**src/rtl/fetch_unit.sv**
```systemverilog
// Instruction fetch stage: owns the PC and drives the instruction ROM read port.
// Returned words go into an instruction register with a valid/ready handshake.
//   state     | meaning
//   S_RESET   | one idle cycle after reset, no fetch issued
//   S_RUN     | streaming fetch, honours redirect and backpressure
//   S_DRAIN   | halt requested, waiting for the pending ROM word to be taken
//   S_HALTED  | fetch stopped until reset
module fetch_unit #(
   parameter int                DEPTH    = 1024,
   parameter int                AW       = 10,
   parameter logic [AW-1:0]     RESET_PC = '0
) (
   input  logic        clk_i,
   input  logic        reset_i,
   output logic        rom_en_o,
   output logic [31:0] rom_addr_o,
   input  logic [31:0] rom_data_i,
   output logic [31:0] ir_o,
   output logic [31:0] ir_pc_o,
   output logic        ir_valid_o,
   input  logic        ir_ready_i,
   input  logic        redirect_i,
   input  logic [31:0] target_i,
   input  logic        halt_i,
   output logic        halted_o
);

   typedef enum logic [1:0] {S_RESET, S_RUN, S_DRAIN, S_HALTED} state_t;

   state_t        state_q, state_d;
   logic [AW-1:0] pc_q, pc_d;
   logic          inflight_q, inflight_d;
   logic          rom_en_q, rom_en_d;
   logic [AW-1:0] rom_addr_q, rom_addr_d;
   logic [31:0]   ir_q, ir_d;
   logic [AW-1:0] ir_pc_q, ir_pc_d;
   logic          ir_valid_q, ir_valid_d;
   logic          halted_q, halted_d;

   logic accept, consume;
   logic unused_target;

   assign unused_target = ^target_i[31:AW];
   assign accept        = !ir_valid_q || ir_ready_i;
   assign consume       = inflight_q && accept;

   always_comb begin
      state_d    = state_q;
      pc_d       = pc_q;
      inflight_d = inflight_q;
      rom_en_d   = 1'b0;
      rom_addr_d = rom_addr_q;
      // rom_addr_q still names the word sitting on rom_data_i
      ir_d       = consume ? rom_data_i : ir_q;
      ir_pc_d    = consume ? rom_addr_q : ir_pc_q;
      ir_valid_d = consume || (ir_valid_q && !ir_ready_i);

      case (state_q)
         S_RESET: state_d = S_RUN;
         S_RUN: begin
            if (redirect_i) begin
               ir_d       = ir_q;
               ir_pc_d    = ir_pc_q;
               ir_valid_d = 1'b0;
               rom_addr_d = target_i[AW-1:0];
               rom_en_d   = 1'b1;
               pc_d       = target_i[AW-1:0] + AW'(1);
               inflight_d = 1'b1;
            end else if (!halt_i && (!inflight_q || consume)) begin
               rom_addr_d = pc_q;
               rom_en_d   = 1'b1;
               pc_d       = pc_q + AW'(1);
               inflight_d = 1'b1;
            end else begin
               inflight_d = inflight_q && !consume;
            end
            if (halt_i) state_d = S_DRAIN;
         end
         S_DRAIN: begin
            inflight_d = inflight_q && !consume;
            if (!inflight_d) state_d = S_HALTED;
         end
         S_HALTED: ;
         default: state_d = S_RESET;
      endcase

      halted_d = (state_d == S_HALTED);
   end

   always_ff @(posedge clk_i) begin
      if (reset_i) begin
         state_q    <= S_RESET;
         pc_q       <= RESET_PC;
         inflight_q <= 1'b0;
         rom_en_q   <= 1'b0;
         rom_addr_q <= '0;
         ir_q       <= '0;
         ir_pc_q    <= '0;
         ir_valid_q <= 1'b0;
         halted_q   <= 1'b0;
      end else begin
         state_q    <= state_d;
         pc_q       <= pc_d;
         inflight_q <= inflight_d;
         rom_en_q   <= rom_en_d;
         rom_addr_q <= rom_addr_d;
         ir_q       <= ir_d;
         ir_pc_q    <= ir_pc_d;
         ir_valid_q <= ir_valid_d;
         halted_q   <= halted_d;
      end
   end

   assign rom_en_o   = rom_en_q;
   assign rom_addr_o = {{(32-AW){1'b0}}, rom_addr_q};
   assign ir_o       = ir_q;
   assign ir_pc_o    = {{(32-AW){1'b0}}, ir_pc_q};
   assign ir_valid_o = ir_valid_q;
   assign halted_o   = halted_q;

endmodule

```
**config.mk**
```make
export PLATFORM = sky130hd
export DESIGN_NAME = fetch_unit
export DESIGN_NICKNAME = d
export VERILOG_FILES = /design/src/rtl/fetch_unit.sv
export SDC_FILE = /design/constraint.sdc
export NUM_CORES = 1
export LEC_CHECK = 0
export CELL_PAD_IN_SITES_DETAIL_PLACEMENT = 1
export CELL_PAD_IN_SITES_GLOBAL_PLACEMENT = 2
export CORE_ASPECT_RATIO = 0.9
export CORE_MARGIN = 5
export CORE_UTILIZATION = 19
export CTS_CLUSTER_SIZE = 12
export DETAILED_ROUTE_END_ITERATION = 7
export PLACE_DENSITY_LB_ADDON = 0.1
export SYNTH_ARGS = -nofsm -noshare
export SYNTH_HDL_FRONTEND = slang
export SYNTH_SLANG_ARGS = --single-unit
export TNS_END_PERCENT = 20
```
**constraint.sdc**
```tcl
create_clock -name clk_i -period 2.5 [get_ports clk_i]
set_input_delay 0.5 -clock clk_i [delete_from_list [all_inputs] [get_ports clk_i]]
set_output_delay 0.5 -clock clk_i [all_outputs]
set_load 0.1 [all_outputs]
```
# After elaboration in Yosys (flattened, before gate mapping)
# Cells that the tools add are included.
# W data, S select, Z words.
[totals] register_bits=68 inputBits=69 wordCells=53
[op_classes] addsub=2 n_eq_ne=4 muxes=20 bitwise_logic=1 n_reduce_logical=17
[op_table] op="$mux W32" n=3
[op_table] op="$mux W10" n=7
[op_table] op="$add A10 B1 Y10 const B" n=2
[op_table] op="$mux W1" n=6
[op_table] op="$pmux W2 S3" n=1
[op_table] op="$logic_not A1 Y1" n=5
[op_table] op="$eq A2 B2 Y1 const B" n=2
[op_table] op="$logic_and A1 B1 Y1" n=4
[op_table] op="$mux W2" n=2
[op_table] op="$reduce_bool A2 Y1" n=2
[op_table] op="$logic_or A1 B1 Y1" n=3
[op_table] op="$eq A2 B1 Y1 const B" n=1
[op_table] op="$logic_not A2 Y1" n=1
[op_table] op="$ne A2 B2 Y1 const B" n=1
[op_table] op="$pmux W1 S2" n=1
[op_table] op="$reduce_and A2 Y1" n=1
[op_table] op="$reduce_or A2 Y1" n=1
[op_table] op="$not A1 Y1" n=1

# Logic depth before layout (Yosys ltp)
# Gate-level depths: netlist (run 1).
[depth] ltp_word=8 ltp_mapped=8 mapped_depth_nobuf=6

# Worst setup path before layout (run 1)
# No wires, ideal clock.
[synth_timing] path_kind="input port to flip-flop" start="in redirect_i" end="reg pc_q[4]" setup_ps=74 t_arrival_ps=2394 setup_slack_ps=32 cell_stages=8 n_path_buf=2 cell_sequence="clkbuf_1 > buf_2 > mux2_2 > ha_1 > and4b_1 > a41o_1 > or3_1 > a31oi_1"
[synth_between] elab_chain_len=2 word_cells_on_any_way=3
[synth_rtl] item="start: declaration" line_no="22" source="input logic redirect_i,"
[synth_rtl] item="$reduce_bool A2 Y1 (no source line)"
[synth_rtl] item="$reduce_and A2 Y1 (no source line)"
[synth_rtl] item="end signal: assignment" line_no="103" source="pc_q <= pc_d;"
[synth_rtl] item="end: declaration" line_no="31" source="logic [AW-1:0] pc_q, pc_d;"
# Parallel ways exist; a longest one is shown, timed or not.
# A chain may end at the register's enable or synchronous reset.

# Worst setup path after layout (run 1)
# Same ends and word-level chain as after synthesis.

==> metrics.cfg, run 1 <==
[die]
core_um2 = 16900
start_util_pct = 19.3
die_h_um = 134
die_area_um2 = 19900
die_x_um = 148
ios = 168
rows = 45

[global_route]
grt_overflow = 0
grt_first_pass_wirelength_um = 16800
antenna_found_initial = 0
grt_pass1_vias = 3077
grtUsageTotal_pct = 10.8
grt_max_degree = 43

[timing]
worst_hold_slack_ns = 0.454
clock_skew_ns = 0.00702
maxSlewViolCount = 0
max_freq_mhz = 435
report.final.hold_viol_count = 0
fin_tns_setup_ns = 0
finalSetupViolations = 0
min_period_ns = 2.30
min_period_over_period_pct = 91.9
rsz0062_at_grt = no

[critical_path]
crit_type = in -> reg
crit_required_ns = 2.76
startpoint_type = primary input
endpoint_kind = flop
critPathMaxFanout = 4
crit_arrival_ns = 2.55
r2r_setup_slack_ns = 0.63
endpoint = pc_q[4]
r2r_cells = 7
reg2reg_from = pc_q[0]
r2r_end = pc_q[8]
crit_start = redirect_i

[clocking]
cts_hold_buffers = 0
cts_resized = 0
clock_latency_ns = 0.33
h-tree-depth = 3
cts_buffer_depth = 2
cts_tree = done
cts_setup_buffers = 0
clock_sinks = 68
clock-root-buffer = clkbuf_16
numCtsBuffers = 9
clk_pin_slew_ns = 0.06

[place]
hpwl_um = 8030
place.gp.congestion = 0.742
portBuffers = 101
place_inst = 714
placed_cell_area_um2 = 4360

[synthesis]
synthXorXnorAreaFrac_pct = 0
ys_ff_latch = 68
syn_inst = 406
synth_compound_area_share_pct = 16.4
synth_ff_type = dfxtp_1
syn_area_um2 = 3260
synth-async-reset-ratio_pct = 0
synth_cell_types = 45
synth-seq-area-share_pct = 41.7
synth-simple-area-share_pct = 22.9
synth_edf_count = 0
synth_top_family_by_area = simple AND/OR/NAND/NOR gates
synth-adder-area-share_pct = 2.30
ys_warn_count = 0
synthMuxAreaShare_pct = 2.53
syn_avg_cell_area_um2 = 8.03

[route]
ant_nets = 0
routed_wl_um = 11000
drt-initial-drc-count = 115
first_pass_iters = 4
drc_errors = 0
vias_per_cell = 4.14
vias = 3022
wire_per_inst_um = 15.1

[cells_and_area]
stdcell_count = 730
fin_area_um2 = 4700
final_common_cell = nand2_1
mostFrequentLayoutCells = nand2_1 (92), buf_4 (75), dfxtp_1 (68), a21oi_1 (51), clkdlybuf4s50_1 (45)
diodes = 0
fin_util_pct = 27.8
area_delta_synth_final_pct = 44.0
drive_above_1_share_pct = 19.5
fin_nets = 589

[power_and_ir_drop]
leakagePower_nw = 1.91
peakVddDrop_v = 0.000304
power_density_nw_per_um2 = 1040

[run]
max_cap_viol_count = 0

[status]
status = finished, final reports clean

[worst_hold_path]
hp-class = reg -> reg

cells by family (layout without fill, tap and decap cells):
| logic type | after synthesis | in the layout |
|---|---|---|
| AOI/OAI and AO/OA | 89 | 89 |
| buffers and inverters | 77 | 147 |
| adders and majority gates | 6 | 6 |
| and+or+nand+nor | 157 | 157 |
| DFF | 68 | 68 |
| muxes | 8 | 8 |
| other | 1 | 44 |
power by group:
group          internal (mW)  switching, mW  leakage (nW)
logic                  0.449           1.60          1.19
registers               1.23          0.110         0.555
clock network          0.977          0.498         0.163
through the flow:
| stage | total power, mW | setup WS, ns |
|---|---|---|
| after floorplan | 2.96 | 0.0318 |
| after global placement | 3.43 | -0.115 |
| after detailed placement | 3.44 | -0.138 |
| after CTS | 4.96 | 0.215 |
| after global routing | 5.11 | 0.110 |
| final | 4.86 | 0.203 |
synth_stat cells, types with 3 or more instances:
cell      instances  area, µm²
buf_4            44        330
inv_1             6       22.5
and3_1            3       18.8
clkbuf_1         24       90.1
ha_1              6       75.1
o211ai_1          4       30.0
nand2_1          92        345
nand3_1           9       45.0
dfxtp_1          68       1360
nand4b_1          4       35.0
nand2b_1          3       18.8
o21ai_0           6       30.0
buf_2             3       15.0
a211oi_1          8       60.1
a21oi_1          51        255
a31oi_1           7       43.8
nand3b_1          7       52.6
mux2i_1           6       60.1
nor2_1           16       60.1
nor2b_1           5       31.3
nand4_1           4       25.0
worst min-delay path by stage:
stage / start / endpoint / slack [ns] / cells after the start
final: ir_o[1] / ir_o[1] / 0.45 / 2
after global routing: ir_o[1] / ir_o[1] / 0.47 / 2
after CTS: ir_o[1] / ir_o[1] / 0.46 / 2
after detailed placement: ir_o[12] / ir_o[12] / 0.45 / 2
after global placement: ir_o[1] / ir_o[1] / 0.44 / 2
after floorplan: pc_q[0] / pc_q[0] / 0.45 / 2
worst max-delay path, cell delays in order:
cell and delay (ns):
clkdlybuf4s50_1 0.55, mux2_2 0.37, ha_1 0.23, and4b_1 0.21
a41o_1 0.22, or3_1 0.31, a31oi_1 0.17
state kept, by name, summed over array words and instances, names as in the netlist:
signal	count
state_q	2
inflight_q	1
rom_en_o	1
rom_addr_q	10
halted_o	1
pc_q	10
ir_pc_q	10
ir_o	32
ir_valid_o	1
final cells by class:
| class | count | area [µm²] |
|---|---|---|
| fillers | 1997 | 12200 |
| multi-input cells | 304 | 1610 |
| flip-flops and latches | 68 | 1360 |
| repair buffers | 125 | 1100 |
| well taps | 211 | 264 |
| clock buffers | 10 | 229 |
| clock inverters | 6 | 111 |
| inverters | 6 | 22.5 |
per-layer routing:
layer  GRT usage [%]  wire (µm)
met1            13.9       5160
met2            17.1       4980
met3            3.51        715
met4            3.59        172
met5               0          0
Note: power is estimated with default switching activity, not from simulation.
==> inputs of run 2 (changes only) <==
--- a/config.mk
+++ b/config.mk
@@ -9,7 +9,7 @@
 export CELL_PAD_IN_SITES_GLOBAL_PLACEMENT = 2
 export CORE_ASPECT_RATIO = 0.9
 export CORE_MARGIN = 5
-export CORE_UTILIZATION = 19
+export CORE_UTILIZATION = 23
 export CTS_CLUSTER_SIZE = 12
 export DETAILED_ROUTE_END_ITERATION = 7
 export PLACE_DENSITY_LB_ADDON = 0.1
==> constraint.sdc (replaced) <==
create_clock -name clk_i -period 2.8 [get_ports clk_i]
set_input_delay 0.56 -clock clk_i [delete_from_list [all_inputs] [get_ports clk_i]]
set_output_delay 0.56 -clock clk_i [all_outputs]
set_load 0.1 [all_outputs]
==> run 2 against run 1 <==
Effect of this change:
- design area fell by 2.6%
- clock-buffer cell count rose by 4
- wire length fell by 6.3%
- first-iteration DRC count rose by 4.3%
- sequential power fell by 10%
- highest routed layer unchanged
==> metrics.cfg, run 2 (same netlist as run 1, synthesis figures left out) <==
[cells_and_area]
final_common_cell = nand2_1
drive_above_1_share_pct = 18.0
area_delta_synth_final_pct = 40.2
largest_reg_flops = 32
fin_nets = 582
mostFrequentLayoutCells = nand2_1 (92), buf_4 (69), dfxtp_1 (68), a21oi_1 (51), clkdlybuf4s50_1 (45)
diodes = 0

[timing]
min_period_over_period_pct = 86.6
slew_headroom_pct = 47.7
worstMarginPinSlew_ns = 0.784
report.final.hold_viol_count = 0
rsz0062_at_grt = no
fin_tns_setup_ns = 0
max_freq_mhz = 413
min_period_ns = 2.42
clock_skew_ns = 0.00626
maxSlewViolCount = 0
finalSetupViolations = 0
worst_hold_slack_ns = 0.453

[critical_path]
critPathBufInv = 2
crit_type = in -> reg
crit_family = buffers and inverters
crit_required_ns = 3.05
startpoint_type = primary input
crit_path_top_delay_cell = clkdlybuf4s50_1
endpoint_kind = flop
crit_path_max_incr_delay_ns = 0.46
critPathMaxFanout = 6
crit_arrival_ns = 2.68
cp_cell_sequence = clkdlybuf4s50_1 > buf_4 > mux2_2 > ha_1 > and4b_1 > a41o_1 > or3_1 > a31oi_1

[route]
vias = 3002
drt-initial-drc-count = 120
wire_per_inst_um = 14.7
drc_errors = 0
wl_met3_um = 460
vias_per_cell = 4.26
routed_wl_um = 10300
m1WireLength_um = 4870
first_pass_iters = 4
ant_nets = 0
topRoutingLayerUsed = met4
dr_wl_met2_um = 4820

[clocking]
cts_hold_buffers = 0
cts_resized = 0
clock_latency_ns = 0.33
clock-root-buffer = clkbuf_16
clock_sinks = 68
clk_pin_slew_ns = 0.06
cts_tree = done
cts_setup_buffers = 0
h-tree-depth = 3
cts_buffer_depth = 2
numCtsBuffers = 9

[die]
die_x_um = 136
rows = 41
core_um2 = 14000
die_area_um2 = 16700
die_h_um = 123
start_util_pct = 23.4
ios = 168

[power_and_ir_drop]
leakagePower_nw = 1.85
peakVddDrop_v = 0.000295
power_density_nw_per_um2 = 915

[global_route]
grt_pass1_vias = 3144
grt_max_degree = 43
grt_first_pass_wirelength_um = 16000
antenna_found_initial = 0
grtUsageTotal_pct = 12.3
grt_overflow = 0

[place]
hpwl_um = 7520
portBuffers = 101
place.gp.congestion = 0.733

[worst_hold_path]
hp-class = reg -> reg

[status]
status = finished, final reports clean

[run]
max_cap_viol_count = 0

## run 2: routing by layer
layer / up-vias / track usage (%)
li1: 1510 / -
met5: - / 0
met3: 11 / 2.93
met1: 1398 / 15.6
met2: 83 / 20.1
met4: 0 / 5.48
## run 2: stage by stage
step	setup WS [ns]	cells	power, mW	cell area (µm²)	utilization [%]
floorplan	0.272	449	2.64	3420	-
global placement	0.0700	689	3.04	4270	30.6
detailed placement	0.0303	689	3.05	4270	30.6
CTS	0.370	704	4.26	4570	32.8
global route	0.296	704	4.39	4570	32.8
finish	0.376	704	4.18	4570	32.8
## run 2: power breakdown
group	switching [mW]	leakage (nW)	internal, mW
Clock	0.418	0.149	0.758
Combinational	1.41	1.15	0.396
Sequential	0.0969	0.555	1.10
## run 2: layout make-up
type,count,area (µm²)
clock buffer,14,274
fill,1671,9380
clock inverter,1,30.0
inverter,6,22.5
sequential,68,1360
timing repair buffer,118,1030
multi-input combinational,304,1610
tap,193,241
## run 2: worst reg2reg max path, cell delays in order (launching register included)
cell and delay, ns:
dfxtp_1 0.35, inv_1 0.12, ha_1 0.49, or3b_1 0.47
or4_1 0.54, nand3_1 0.09
## run 2: final timing paths
check                  start  endpoint  slack (ns)  depth (start not counted)
setup / recovery  redirect_i   pc_q[4]        0.38                          8
setup reg to reg  state_q[1]   pc_q[8]        0.69                          5
hold / removal      ir_o[27]  ir_o[27]        0.45                          2
hold reg to reg     ir_o[27]  ir_o[27]        0.45                          2
